$ cat config.mk
export PLATFORM = sky130hd
export DESIGN_NAME = fft_bitrev_reorder
export DESIGN_NICKNAME = d
export VERILOG_FILES = /design/src/rtl/fft_pkg.sv /design/src/rtl/fft_bitrev_reorder_ram.sv /design/src/rtl/fft_bitrev_reorder.sv
export SDC_FILE = /design/constraint.sdc
export NUM_CORES = 1
export LEC_CHECK = 0
export CAP_MARGIN = 40
export CORE_MARGIN = 2
export CORE_UTILIZATION = 50
export CTS_CLUSTER_SIZE = 10
export DETAILED_ROUTE_END_ITERATION = 8
export MAX_ROUTING_LAYER = met4
export PLACE_DENSITY = 0.66
export SYNTH_ARGS = -nofsm -noshare
export SYNTH_HDL_FRONTEND = slang
export SYNTH_SLANG_ARGS = --single-unit
$ cat constraint.sdc
create_clock -name clk -period 8.54 [get_ports clk]
set_clock_uncertainty 0.15 [all_clocks]
set_input_delay 2.135 -clock clk [delete_from_list [all_inputs] [get_ports clk]]
set_output_delay 2.135 -clock clk [all_outputs]
set_load 0.05 [all_outputs]
$ cat src/rtl/fft_pkg.sv
// Shared types and helpers for the FFT output reorder stage.
package fft_pkg;

    localparam int unsigned SAMPLE_W     = 16;
    localparam int unsigned BITREV_MAX_W = 16;
    localparam int unsigned BITREV_IDX_W = $clog2(BITREV_MAX_W);

    typedef struct packed {
        logic [SAMPLE_W-1:0] re;
        logic [SAMPLE_W-1:0] im;
    } cplx_t;

    function automatic int unsigned log2n(input int unsigned n);
        return $clog2(n);
    endfunction

    // Reverse the low nbits of idx; upper bits of the result are zero.
    function automatic logic [BITREV_MAX_W-1:0] bitrev(
        input logic [BITREV_MAX_W-1:0] idx,
        input int unsigned             nbits
    );
        logic [BITREV_MAX_W-1:0] r;
        r = '0;
        for (int unsigned i = 0; i < BITREV_MAX_W; i++) begin
            if (i < nbits) begin
                r[BITREV_IDX_W'(i)] = idx[BITREV_IDX_W'(nbits - 1 - i)];
            end
        end
        return r;
    endfunction

endpackage

$ cat src/rtl/fft_bitrev_reorder_ram.sv
// Two-bank simple dual-port RAM, address {bank, idx}, registered read port.
module fft_pingpong_ram #(
    parameter int unsigned WORD_W = 32,
    parameter int unsigned ADDR_W = 5
) (
    input  logic              clk,
    input  logic              wr_en,
    input  logic [ADDR_W-1:0] wr_addr,
    input  logic [WORD_W-1:0] wr_data,
    input  logic [ADDR_W-1:0] rd_addr,
    output logic [WORD_W-1:0] rd_data
);

    localparam int unsigned DEPTH = 1 << ADDR_W;

    logic [WORD_W-1:0] mem [DEPTH];

    // A read colliding with a write to the same address returns the old word.
    always_ff @(posedge clk) begin
        if (wr_en) begin
            mem[wr_addr] <= wr_data;
        end
        rd_data <= mem[rd_addr];
    end

endmodule

$ cat src/rtl/fft_bitrev_reorder.sv
// Reorders bit-reversed FFT frames into natural order via ping-pong banks.
module fft_bitrev_reorder
    import fft_pkg::*;
#(
    parameter int unsigned DATA_WIDTH = 16,
    parameter int unsigned N_POINTS   = 16
) (
    input  logic                  clk,
    input  logic                  rst,
    input  logic                  in_val,
    output logic                  in_rdy,
    input  logic [DATA_WIDTH-1:0] in_re,
    input  logic [DATA_WIDTH-1:0] in_im,
    output logic                  out_val,
    input  logic                  out_rdy,
    output logic [DATA_WIDTH-1:0] out_re,
    output logic [DATA_WIDTH-1:0] out_im,
    output logic                  out_last
);

    localparam int unsigned LOG2N  = log2n(N_POINTS);
    localparam int unsigned ADDR_W = LOG2N + 1;
    localparam int unsigned WORD_W = 2 * DATA_WIDTH;
    localparam logic [LOG2N-1:0] LAST_IDX = LOG2N'(N_POINTS - 1);

    logic [1:0]        bank_full;
    logic [1:0]        bank_full_nxt;
    logic              wr_bank;
    logic              rd_bank;
    logic              rd_bank_nxt;
    logic [LOG2N-1:0]  wr_cnt;
    logic [LOG2N-1:0]  rd_cnt;
    logic [LOG2N-1:0]  rd_cnt_nxt;
    logic [LOG2N-1:0]  wr_idx_c;
    logic              wr_en_c;
    logic              wr_wrap_c;
    logic              load_c;
    logic              rd_wrap_c;
    logic [WORD_W-1:0] wr_word;
    logic [WORD_W-1:0] rd_word;

    assign in_rdy    = ~bank_full[wr_bank];
    assign wr_en_c   = in_val & in_rdy;
    assign wr_wrap_c = wr_en_c & (wr_cnt == LAST_IDX);
    assign load_c    = bank_full[rd_bank] & (~out_val | out_rdy);
    assign rd_wrap_c = load_c & (rd_cnt == LAST_IDX);
    assign wr_idx_c  = LOG2N'(bitrev(BITREV_MAX_W'(wr_cnt), LOG2N));
    assign wr_word   = {in_re, in_im};

    // Next read pointer; it also addresses the RAM so its registered read
    // already holds the word the following load will consume.
    always_comb begin
        bank_full_nxt = bank_full;
        rd_bank_nxt   = rd_bank;
        rd_cnt_nxt    = rd_cnt;
        if (wr_wrap_c) begin
            bank_full_nxt[wr_bank] = 1'b1;
        end
        if (rd_wrap_c) begin
            bank_full_nxt[rd_bank] = 1'b0;
        end
        if (load_c) begin
            if (rd_wrap_c) begin
                rd_cnt_nxt  = '0;
                rd_bank_nxt = ~rd_bank;
            end else begin
                rd_cnt_nxt = rd_cnt + LOG2N'(1);
            end
        end
    end

    fft_pingpong_ram #(
        .WORD_W (WORD_W),
        .ADDR_W (ADDR_W)
    ) u_ram (
        .clk     (clk),
        .wr_en   (wr_en_c),
        .wr_addr ({wr_bank, wr_idx_c}),
        .wr_data (wr_word),
        .rd_addr ({rd_bank_nxt, rd_cnt_nxt}),
        .rd_data (rd_word)
    );

    // Write side: scatter each sample to its bit-reversed slot.
    always_ff @(posedge clk) begin
        if (!rst) begin
            wr_bank <= 1'b0;
            wr_cnt  <= '0;
        end else if (wr_en_c) begin
            if (wr_wrap_c) begin
                wr_cnt  <= '0;
                wr_bank <= ~wr_bank;
            end else begin
                wr_cnt <= wr_cnt + LOG2N'(1);
            end
        end
    end

    // Bank flags and read pointer.
    always_ff @(posedge clk) begin
        if (!rst) begin
            bank_full <= '0;
            rd_bank   <= 1'b0;
            rd_cnt    <= '0;
        end else begin
            bank_full <= bank_full_nxt;
            rd_bank   <= rd_bank_nxt;
            rd_cnt    <= rd_cnt_nxt;
        end
    end

    // Output register: load on free slot, hold while stalled.
    always_ff @(posedge clk) begin
        if (!rst) begin
            out_val  <= 1'b0;
            out_last <= 1'b0;
            out_re   <= '0;
            out_im   <= '0;
        end else if (load_c) begin
            out_val  <= 1'b1;
            out_last <= rd_wrap_c;
            out_re   <= rd_word[WORD_W-1 -: DATA_WIDTH];
            out_im   <= rd_word[DATA_WIDTH-1:0];
        end else if (out_val && out_rdy) begin
            out_val <= 1'b0;
        end
    end

endmodule

==> metrics.txt, run 1 <==
unrepaired setup endpoints after global routing=no; final core occ=57.2%; DRT met1 WL=50500 um; final WL=127000 um; Netlist cell types=55; placed cell count=4250; router iterations before antenna repair=5; Highest Clock Rate=169 MHz; CTS tree=done; Worst Min Path Start=out_im[6]$_SDFFE_PN0N_; Hold WS=306 ps; WL met2=59200 um; clock latency on the worst-skew pair=700 ps; Final GP Congestion=0.808; proportion of layout cells with a drive suffix above 1=12.1%; power per cell area=209 nW/um^2; Placeable Area=89900 sq um; Required @ worst endpoint=8950 ps; nets=3235; status=finished, final reports clean; GRT Util Overall=27.7%; initial core utilization=50.3%; Placement Cell Area=48000 sq um; Area Overhead vs Synth=13.7%; Tmin final=5910 ps; CTS root buf=clkbuf_16; top_reg_cell synth=edfxtp_1; antenna-violating nets left=0; H-tree depth reported by CTS=3; post-synth top area share=68.0%; met3 routed wirelength=13200 um; Pins Over Slew Limit=0; Hold Path Class=flip-flop to flip-flop; Post-synth EDFFs=1024; largest net degree at the start of global routing=165; Ports=71; sum of negative setup slack=0 ps; Crit Path Class=primary input to flip-flop; Post-CTS Setup Inserts=0; Via density=6.42; number of global-route vias before repair=28200; # rows=110; synthesized area=45200 sq um; Die Span Y=305 um; Worst-path clk slew=50 ps; Post-synth ARST share=0%; Die W=305 um; WL/cell=28.3 um; WP data arrival=6320 ps; crit path max fanout=45; peak supply drop=216 uV; final hold violation count=0; DRC Markers=0; Clock Sink Count=1102; Critical Path Start Type=primary input; top-count cell post-synth=edfxtp_1; final worst-path cycle share=69.2%; worst setup margin=2630 ps; syn_nets=3184; dpl hpwl=67100 um; DR vias=28700; Num CTS Buffers=120; top post-synthesis cells by area=edfxtp_1, nand2_1, mux2i_1; first-pass GRT wire length=184000 um; CP endpoint kind=flip-flop; Final Power=10.8 mW; Final setup viols=0; Hold-fix buffers, CTS=0; fin area=51400 sq um; initial antenna violation count=4; mean post-synth cell area=14.4 sq um; Yosys top cell by area=edfxtp_1; synth cell count leaders=edfxtp_1, nand2_1, mux2i_1; Synth Warn #=0; Setup crit start=out_rdy; pre-CTS WS=2020 ps; Syn Inst Count=3146; Die ar.=92900 sq um; Non-Filler Instances=4470; CTS max path bufs=3; #FFs+latches synth=1102; Lkg Pwr=16.0 nW; slew of the pin with the lowest slew margin=1120 ps; Port Buffers=70; grt total ovfl=0; cts repair resizes=0; worst reg2reg path startpoint=rd_cnt[0]$_SDFF_PN0_; relative slew slack=25.1%; DRT iter0 DRCs=3788; max cap viols=0; top layer in use=met4; sequential share of the synthesized area=71.4%
## per-layer routing
layer,track usage (%),vias up
met3,5.72,252
met1,36.9,14500
met2,42.9,1663
li1,-,12300
met5,-,-
met4,8.89,0
## path summary, 6_finish.rpt
path                         endpoint  slack (ps)  depth (start not counted)
max reg2reg  u_ram.rd_data[7]$_DFF_P_        3220                          9
max          u_ram.rd_data[7]$_DFF_P_        2630                          9
min            out_im[6]$_SDFFE_PN0N_         310                          2
min reg2reg    out_im[6]$_SDFFE_PN0N_         310                          2
## worst max-delay path, cell delays in order
cell and delay [ps]:
clkdlybuf4s50_1 480, nor2b_4 750, or4_1 220, a211o_2 480
buf_4 750, a21oi_1 90, a2111oi_0 760, o221ai_1 390
o41a_1 210
## registers in the layout, summed over array words and instances (netlist names), 2 cells and up
signal         flops
u_ram.mem       1024
bank_full          2
rd_cnt             4
out_im            16
wr_cnt             4
out_re            16
u_ram.rd_data     32
## layout by cell type (no fill, tap or decap), drive strengths merged, types with 2 or more instances in the layout
cell / synthesis / layout
a2111oi: 96 / 96
a211oi: 2 / 2
a21oi: 106 / 106
a311oi: 96 / 96
a32oi: 64 / 64
and3: 99 / 99
buf: 98 / 109
clkbuf: 152 / 211
clkdlybuf4s50: 0 / 70
clkinv: 0 / 3
dfxtp: 78 / 78
diode: 0 / 2
edfxtp: 1024 / 1024
ha: 2 / 2
inv: 4 / 7
mux2: 97 / 97
mux2i: 194 / 194
nand2: 591 / 591
nand2b: 130 / 130
nand3: 39 / 39
nand3b: 2 / 2
nor2: 47 / 47
nor3: 2 / 2
o211ai: 32 / 32
o21ai: 38 / 38
o221ai: 64 / 64
o22ai: 33 / 33
o41a: 32 / 32
or2: 2 / 2
or3: 4 / 4
xnor2: 3 / 3
xor2: 3 / 3
## logic make-up (layout without fill, tap and decap cells)
logic type,after synthesis,after routing,share of synthesized area (%)
fa+ha+maj,2,2,0.0553
buf+inv,254,400,2.54
mux,291,291,6.71
xor+xnor,6,6,0.133
other cells,0,2,0
flops,1102,1102,71.4
compound gates,571,571,10.0
simple gates,920,920,9.14
## area by class of cell
class                           count  area, sq um
Multi-Input combinational cell   1790        12200
Tap cell                         1176         1470
Clock buffer                      211         3370
Timing Repair Buffer              179         2010
Sequential cell                  1102        32300
Clock inverter                      6         87.6
Fill cell                        6883        38400
Inverter                            4         15.0
Antenna cell                        2         5.00
## report_power, final
| group | internal, mW | switching [mW] | leakage (nW) |
|---|---|---|---|
| sequential | 5.93 | 0.0154 | 9.87 |
| combinational | 0.0590 | 0.130 | 4.48 |
| clock | 2.64 | 1.99 | 1.64 |
Power figures use the tool's default switching activity.
==> run 2, diff against run 1 <==
clock period = 6 ns   (was 8.54 ns; I/O delays follow)
==> run 2 against run 1 <==
Die area stayed put. Non-clock buffer count is 36 higher. Largest power group unchanged. Critical path type unchanged. Clock power is 44% higher.
==> metrics.txt, run 2 (synthesis gave the netlist of run 1 again) <==
Die ar.=92900 sq um; final WL=125000 um; Multi-input gate area=12200 sq um; WL/cell=27.6 um; Required @ worst endpoint=6430 ps; H-tree depth reported by CTS=3; CTS root buf=clkbuf_16; register area=32300 sq um; slowest CP cell=a211o_2; clock latency on the worst-skew pair=700 ps; Clock Sink Count=1102; final core occ=57.7%; power per cell area=297 nW/um^2; number of global-route vias before repair=27900; grt total ovfl=0; dpl hpwl=71100 um; sum of negative setup slack=0 ps; Top Family by Delay on Critical Path=compound AO/OA/AOI/OAI gates; CTS tree=done; CP Buf/Inv Count=3; Critical Path Start Type=primary input; Pins Over Slew Limit=0; Die W=305 um; Critical Path Most Common Cell=buf_4; relative slew slack=30.1%; commonest non-fill, non-tap cells in the layout=edfxtp_1, nand2_1, mux2i_1; nets=3271; router iterations before antenna repair=5; peak supply drop=288 uV; unrepaired setup endpoints after global routing=no; CTS max path bufs=3; status=finished, final reports clean; Crit Path Class=primary input to flip-flop; crit path max fanout=30; critical path's largest stage delay=680 ps; Reg with most FFs=u_ram.mem; DRC Markers=0; Final GP Congestion=0.858; Area Overhead vs Synth=14.7%; Worst-path clk slew=60 ps; GRT Util Overall=27.3%; Final setup viols=0; initial antenna violation count=1; Port Buffers=70; Via density=6.36; Ports=71; final hold violation count=0; DR vias=28700; commonest non-fill, non-tap cell in the layout=edfxtp_1; Die Span Y=305 um; Placeable Area=89900 sq um; Hold-fix buffers, CTS=0; Post-CTS Setup Inserts=0; Lkg Pwr=16.2 nW; # rows=110; antenna-violating nets left=0; crit path cell chain=clkdlybuf4s50_1 -> nor2b_4 -> buf_4 -> or4_1 -> a211o_2 -> buf_4 -> a21oi_1 -> a2111oi_0 -> o221ai_1 -> o41a_1; max cap viols=0; cts repair resizes=0; Tmin final=4630 ps; slew of the pin with the lowest slew margin=1020 ps; DRT iter0 DRCs=3908; initial core utilization=50.3%; proportion of layout cells with a drive suffix above 1=13.1%; Highest Clock Rate=216 MHz; final worst-path cycle share=77.1%; leading registers by flop count=u_ram.mem: 1024 flops, u_ram.rd_data: 32 flops; WP data arrival=5060 ps; Hold Path Class=flip-flop to flip-flop; Final Power=15.4 mW; n_diodes=0; Layout fillers=6816; CP endpoint kind=flip-flop; first-pass GRT wire length=183000 um; max reg flops=1024; Num CTS Buffers=120; largest net degree at the start of global routing=135
[run 2: changes by cell type in the layout (fill, tap and decap cells not counted), moves of 2 or more]
cell | before | now
buf_12 | 7 | 19
buf_8 | 24 | 20
clkbuf_1 | 90 | 99
buf_6 | 3 | 1
buf_4 | 63 | 93
diode_2 | 2 | 0
[run 2: tightest hold or removal path, delay by kind of cell, from the launching register on]
family / cells / cell delay [ps]
AO/OA/AOI/OAI: 1 / 50
flip-flops: 1 / 300
AND/OR/NAND/NOR: 1 / 50
[run 2: routing by layer]
layer / up-vias / track usage [%] / part of all wire, %
met5: - / - / 0
met4: 0 / 9.43 / 3.2
met3: 264 / 4.55 / 9.5
met2: 1618 / 42.2 / 47
met1: 14500 / 36.8 / 40
li1: 12400 / - / -
[run 2: final cells by class]
type,instances,share of cell area [%]
inverters,4,0.0289
flip-flops and latches,1102,62.3
well taps,1176,2.84
clock inverters,8,0.265
repair buffers,215,4.62
multi-input cells,1790,23.4
clock buffers,220,6.53
[run 2: where the power goes]
part	switching, mW	total [mW]	internal (mW)
Clock	2.88	6.66	3.78
Sequential	0.0272	8.47	8.44
Combinational	0.185	0.265	0.0802
[run 2: final timing paths]
kind	cells after the start	to	startpoint	slack (ps)
max	10	u_ram.rd_data[0]$_DFF_P_	out_rdy	1370
min	2	out_re[15]$_SDFFE_PN0N_	u_ram.rd_data[31]$_DFF_P_	290
max reg2reg	9	u_ram.rd_data[0]$_DFF_P_	rd_cnt[0]$_SDFF_PN0_	1650
min reg2reg	2	out_re[15]$_SDFFE_PN0N_	u_ram.rd_data[31]$_DFF_P_	290
[run 2: stage by stage]
step	instances	setup WS [ps]	cell area (sq um)	hold WS (ps)
after detailed placement	4286	822	48300	280
after global routing	4515	1390	51900	304
after CTS	4514	1560	51900	289
after floorplan	3146	1870	45200	267
after global placement	4251	889	47700	291
final	4515	1370	51900	293
